===== src/rtl/trap_sequencer.sv =====
// trap_sequencer: decides when control flow leaves the sequential PC path.
// Takes traps (interrupts and synchronous exceptions), performs mret returns
// and parks the pipeline in WFI sleep. Every output is registered, so a
// decision made from cycle N inputs becomes visible in cycle N+1.
module trap_sequencer #(
   parameter int unsigned FLUSH_CYCLES = 3,    // flush length after a redirect, 1..15
   parameter bit          VECTORED_EN  = 1'b1  // honour mtvec.MODE=1 for interrupts
) (
   input  logic        clk,
   input  logic        reset_n,
   input  logic        wb_valid,
   input  logic        wb_exception,
   input  logic [3:0]  wb_ecause,
   input  logic        wb_mret,
   input  logic        wb_wfi,
   input  logic [31:0] wb_pc,
   input  logic [31:0] wb_next_pc,
   input  logic [2:0]  irq_raw,
   input  logic [2:0]  irq_en,
   input  logic        mstatus_mie,
   input  logic [31:0] mtvec,
   input  logic [31:0] mepc,
   output logic        eip,
   output logic        tip,
   output logic        sip,
   output logic        trap_take,
   output logic [3:0]  trap_cause,
   output logic        trap_interrupt,
   output logic [31:0] trap_epc,
   output logic        redirect_valid,
   output logic [31:0] redirect_pc,
   output logic        flush,
   output logic        stall
);

   typedef enum logic [1:0] {RUN, FLUSH, SLEEP} state_t;

   localparam logic [3:0] FLUSH_LOAD = 4'(FLUSH_CYCLES);

   state_t      state, state_nx;
   logic [3:0]  cnt, cnt_nx;
   logic [31:0] saved_pc, saved_pc_nx;

   logic [2:0]  irq_nx;
   logic        take_nx, intr_nx, redirect_nx, flush_nx, stall_nx;
   logic [3:0]  cause_nx;
   logic [31:0] epc_nx, rpc_nx;

   // Interrupt qualification, fixed priority and trap vector targets.
   logic [2:0]  pend;
   logic        wake;
   logic [3:0]  int_cause;
   logic [31:0] vec_base, vec_int;
   logic        do_trap;
   logic [31:0] epc_src;

   assign pend      = irq_raw & irq_en & {3{mstatus_mie}};
   // Waking from WFI ignores the global enable; only the per-source enables matter.
   assign wake      = |(irq_raw & irq_en);
   assign int_cause = pend[2] ? 4'd11 : (pend[1] ? 4'd7 : 4'd3);
   assign vec_base  = {mtvec[31:2], 2'b00};
   assign vec_int   = (VECTORED_EN && (mtvec[1:0] == 2'b01))
                      ? vec_base + {26'd0, int_cause, 2'b00} : vec_base;

   // Next-state and next-output decision for the trap/mret/wfi FSM.
   always_comb begin
      // NOTE: every signal written here gets a default first so no path leaves
      // one unassigned; a missed default would infer a latch.
      state_nx    = state;
      cnt_nx      = cnt;
      saved_pc_nx = saved_pc;
      irq_nx      = 3'b000;
      take_nx     = 1'b0;
      redirect_nx = 1'b0;
      flush_nx    = 1'b0;
      stall_nx    = 1'b0;
      cause_nx    = trap_cause;
      intr_nx     = trap_interrupt;
      epc_nx      = trap_epc;
      rpc_nx      = redirect_pc;
      do_trap     = 1'b0;
      epc_src     = wb_pc;

      case (state)
         RUN: begin
            irq_nx  = pend;
            do_trap = (pend != 3'b000) || (wb_valid && wb_exception);
            epc_src = wb_wfi ? wb_next_pc : wb_pc;
            if (!do_trap) begin
               if (wb_valid && wb_mret) begin
                  redirect_nx = 1'b1;
                  rpc_nx      = mepc;
                  flush_nx    = 1'b1;
                  cnt_nx      = FLUSH_LOAD;
                  state_nx    = FLUSH;
               end else if (wb_valid && wb_wfi) begin
                  saved_pc_nx = wb_next_pc;
                  stall_nx    = 1'b1;
                  state_nx    = SLEEP;
               end
            end
         end
         FLUSH: begin
            // Younger instructions are already dead; writeback events are ignored.
            if (cnt > 4'd1) begin
               cnt_nx   = cnt - 4'd1;
               flush_nx = 1'b1;
            end else begin
               cnt_nx   = 4'd0;
               state_nx = RUN;
            end
         end
         SLEEP: begin
            irq_nx  = pend;
            do_trap = (pend != 3'b000);
            epc_src = saved_pc;
            if (!do_trap) begin
               if (wake) state_nx = RUN;
               else      stall_nx = 1'b1;
            end
         end
         default: state_nx = RUN;
      endcase

      // Trap entry is identical from RUN and from SLEEP apart from the epc source.
      if (do_trap) begin
         take_nx     = 1'b1;
         redirect_nx = 1'b1;
         intr_nx     = (pend != 3'b000);
         cause_nx    = (pend != 3'b000) ? int_cause : wb_ecause;
         rpc_nx      = (pend != 3'b000) ? vec_int : vec_base;
         epc_nx      = epc_src;
         flush_nx    = 1'b1;
         stall_nx    = 1'b0;
         cnt_nx      = FLUSH_LOAD;
         state_nx    = FLUSH;
      end
   end

   // State and registered outputs; reset returns cleanly to RUN with all outputs low.
   always_ff @(posedge clk or negedge reset_n) begin
      if (!reset_n) begin
         state          <= RUN;
         cnt            <= 4'd0;
         saved_pc       <= 32'd0;
         {eip, tip, sip} <= 3'b000;
         trap_take      <= 1'b0;
         trap_cause     <= 4'd0;
         trap_interrupt <= 1'b0;
         trap_epc       <= 32'd0;
         redirect_valid <= 1'b0;
         redirect_pc    <= 32'd0;
         flush          <= 1'b0;
         stall          <= 1'b0;
      end else begin
         // NOTE: non-blocking assignments so every register samples the values
         // computed from this cycle's state, independent of statement order.
         state          <= state_nx;
         cnt            <= cnt_nx;
         saved_pc       <= saved_pc_nx;
         {eip, tip, sip} <= irq_nx;
         trap_take      <= take_nx;
         trap_cause     <= cause_nx;
         trap_interrupt <= intr_nx;
         trap_epc       <= epc_nx;
         redirect_valid <= redirect_nx;
         redirect_pc    <= rpc_nx;
         flush          <= flush_nx;
         stall          <= stall_nx;
      end
   end

endmodule


===== config.mk =====
export PLATFORM = sky130hd
export DESIGN_NAME = trap_sequencer
export DESIGN_NICKNAME = d
export VERILOG_FILES = /design/src/rtl/trap_sequencer.sv
export SDC_FILE = /design/constraint.sdc
export NUM_CORES = 1
export LEC_CHECK = 0
export ABC_AREA = 1
export CAP_MARGIN = 20
export CORE_MARGIN = 3
export CORE_UTILIZATION = 47
export DETAILED_ROUTE_END_ITERATION = 16
export GPL_TIMING_DRIVEN = 1
export PLACE_DENSITY = 0.82
export SETUP_SLACK_MARGIN = 0.2
export SLEW_MARGIN = 20
export SYNTH_ARGS = -nofsm -noshare
export SYNTH_HDL_FRONTEND = slang
export SYNTH_SLANG_ARGS = --single-unit

===== constraint.sdc =====
create_clock -name clk -period 1.7 [get_ports clk]
set_input_delay 0.34 -clock clk [delete_from_list [all_inputs] [get_ports clk]]
set_output_delay 0.34 -clock clk [all_outputs]
set_load 0.005 [all_outputs]

==> key figures <==
Status
  • Status: finished, violations left
  • Failing checks: negative setup slack

Clock network
  • CTS tree: built
  • Total number of H-tree levels: 4
  • Clk sink count: 114
  • Worst skew pair latency: 0.43 ns
  • CTS max path bufs: 2
  • Root Buffer: clkbuf_16
  • Clk pin slew, worst setup/hold paths: 0.05 ns
  • CTS Buf Count: 17

Floorplan
  • Die width: 125 um
  • Initial Util: 49.1%
  • Core area: 13600 um2
  • Die H: 125 um
  • Die ar.: 15600 um2
  • Top-Level Pins: 221
  • Std cell rows: 42

Final layout
  • Cell area after layout: 11800 um2
  • Layout cells sized above 1: 29.3%
  • Final core occ: 87.1%
  • # nets final: 1393
  • Area Overhead vs Synth: 77.5%
  • Fillers: 688
  • ANT cells: 0

Global routing
  • Antenna violations before repair: 0
  • Global-route wire length before repair: 42300 um
  • Largest net degree at the start of global routing: 87
  • Total grt overflow: 0
  • Vias in the first global route: 7906
  • Gr usage total: 33.8%

Route
  • Detailed Routing Iterations Pass 1: 8
  • 1st-iter DRT viols: 1020
  • WL final: 32300 um
  • Vias per inst: 6.04
  • Via Count: 8649
  • DR WL/cell: 22.6 um
  • Remaining DRCs: 0
  • Post-DRT Antenna Nets: 0

Worst setup path
  • Worst Path Max Fanout: 4
  • CP Class: input port to flop
  • CP arrival: 2.01 ns
  • CP Data Required Time: 2.00 ns
  • Worst Setup End Kind: flop
  • Startpoint Class: input port

Yosys
  • Gate Count Post-Synth: 891
  • Post-synth ARST share: 100%
  • Syn avg cell area: 7.47 um2
  • Post-synth cell types: 34
  • Post-synthesis sequential area ratio: 42.9%
  • Synth Cell Area: 6650 um2
  • EDFF count, synth: 0
  • Yosys synthesis warning count: 0
  • Mapped Nets: 1041
  • Flip-flop and latch count after synthesis: 114
  • Top FF cell, synth: dfrtp_1

Timing
  • Setup TNS: -0.00620 ns
  • Skew final: 0.00851 ns
  • Final setup margin: -0.00620 ns
  • Crit share post-route: 100%
  • F_max: 586 MHz
  • Tmin final: 1.71 ns
  • Fin. max-slew vios: 0
  • Worst-Margin Slew: 0.505 ns
  • RSZ-0062 raised after global routing: true
  • # setup viols final: 1
  • Final count of hold timing violations: 0
  • Slew HR: 66.0%

Pwr
  • Cell Pwr Density: 1420 nW/um2
  • Max VDD drop: 0.921 mV
  • Design Power: 16700 uW
  • Leak: 0.00556 uW

Placement
  • Area after DPL: 9680 um2
  • Pre-CTS WS: -0.825 ns
  • Count of input and output buffers: 220
  • Final RePlAce weighted congestion: 0.965
  • DPL Wire Length: 16700 um

Min path
  • Hold crit path type: input port to flop

Run
  • Max-Cap Viols: 0
[report_power, final]
part | switching, uW | internal (uW)
Clock | 1400 | 2600
Sequential | 886 | 4000
Combinational | 4080 | 3750
Total | 6370 | 10400
[cells in the final DEF (no fill, tap or decap), types with 8 or more instances in the layout]
master,Yosys,layout
inv_2,0,11
nand4_1,19,19
nand2_2,0,30
nand2_1,293,256
xor2_1,9,8
o21ai_0,28,14
a41oi_2,0,32
nor2_2,0,12
buf_16,0,10
nand3_1,43,33
nand2_4,3,8
buf_12,0,9
a21oi_1,13,10
o21ai_2,15,23
nor2_1,87,61
nand3_2,2,9
nor3_2,0,8
dlygate4sd2_1,0,94
buf_6,7,19
inv_1,99,86
dfrtp_1,114,112
nor2_4,1,15
o211ai_1,39,39
buf_4,7,108
clkdlybuf4s50_1,0,113
clkbuf_16,0,24
o21ai_1,19,25
[final timing paths]
path / startpoint / to / slack [ns] / depth (start not counted)
setup / recovery: irq_raw[2] / redirect_pc[20] / -0.006 / 17
hold / removal: mstatus_mie / sip / 0.32 / 4
setup reg to reg: state[1] / redirect_pc[26] / 0.03 / 10
hold reg to reg: redirect_pc[10] / redirect_pc[10] / 0.46 / 2
max in group asynchronous: reset_n / state[1] / 0.79 / 3
min in group asynchronous: reset_n / cnt[3] / 0.50 / 3
[Yosys cell counts, types with 2 or more instances]
master,count,area share [%]
clkbuf_1,18,1.0
nor2_1,87,4.9
nand3_2,2,0.30
inv_6,2,0.26
nand2_4,3,0.51
nor3_1,11,0.83
dfrtp_1,114,43
xor2_1,9,1.2
a41oi_1,32,4.2
o21ai_1,19,1.4
a21oi_1,13,0.98
buf_4,7,0.79
inv_1,99,5.6
or2_2,2,0.19
nand2_1,293,17
o211ai_1,39,4.4
buf_6,7,1.2
o21ai_0,28,2.1
nand4_1,19,1.8
o31ai_1,2,0.23
o21ai_2,15,2.0
ha_1,5,0.94
buf_1,2,0.11
nand3_1,43,3.2
buf_2,11,0.83
[critical path, cell delays in order]
cell     delay, ns
buf_8         0.11
nand2_8       0.08
inv_6         0.04
nand2_4       0.07
inv_4         0.04
ha_4          0.29
nand2_2       0.07
inv_2         0.09
nand2_4       0.06
nand3_4       0.08
nand2_2       0.08
nor2_4        0.15
nand2_2       0.09
nor2_4        0.13
nand2_1       0.09
nand3_1       0.10
nand3_1       0.08
[through the flow]
stage          cells  hold slack, ns
2_1_floorplan    891          0.0444
3_3_place_gp    1338           0.396
3_5_place_dp    1338           0.398
4_1_cts         1410           0.254
5_1_grt         1432           0.323
6_report        1432           0.315
[flip-flops by register name, summed over array words and instances, names as in the netlist]
name and flops:
state 2, trap_epc 32, sip 1, cnt 4, trap_cause 4, redirect_valid 1, redirect_pc 32, saved_pc 32
trap_interrupt 1, tip 1, flush 1, eip 1, stall 1, trap_take 1
[cell type report]
cell class | count | area (um2) | area share, %
Inverter | 102 | 418 | 3.54
Clock inverter | 13 | 208 | 1.76
Sequential cell | 114 | 2860 | 24.2
Clock buffer | 19 | 433 | 3.66
Timing Repair inverter | 2 | 22.5 | 0.191
Timing Repair Buffer | 376 | 3800 | 32.1
Multi-Input combinational cell | 630 | 3860 | 32.7
Tap cell | 176 | 220 | 1.86
[layer usage]
metal,part of all wire [%],GRT usage (%),wire length (um),up-vias
li1,-,-,-,3652
met1,35,43.9,11300,4035
met3,11,7.16,3690,214
met4,7.6,14.7,2470,0
met5,0,0,0,-
met2,46,54.8,14900,748
[cell families (layout without fill, tap and decap cells)]
| family | count (synthesis) | in the layout | synth area share, % |
|---|---|---|---|
| compound gates | 150 | 150 | 15.6 |
| fa+ha+maj | 5 | 5 | 0.940 |
| buf+inv | 147 | 512 | 9.87 |
| flops | 114 | 114 | 42.9 |
| xor+xnor | 9 | 9 | 1.18 |
| simple gates | 466 | 466 | 29.6 |
[repair_timing]
action,4_1_cts,5_1_grt
pin swaps,38,44
setup buffers,29,14
endpoints found under the setup margin,186,105
hold buffers,1,0
resized for setup,215,125
gates cloned,10,8
hold endpoints to repair,80,0
Power figures use the tool's default switching activity.
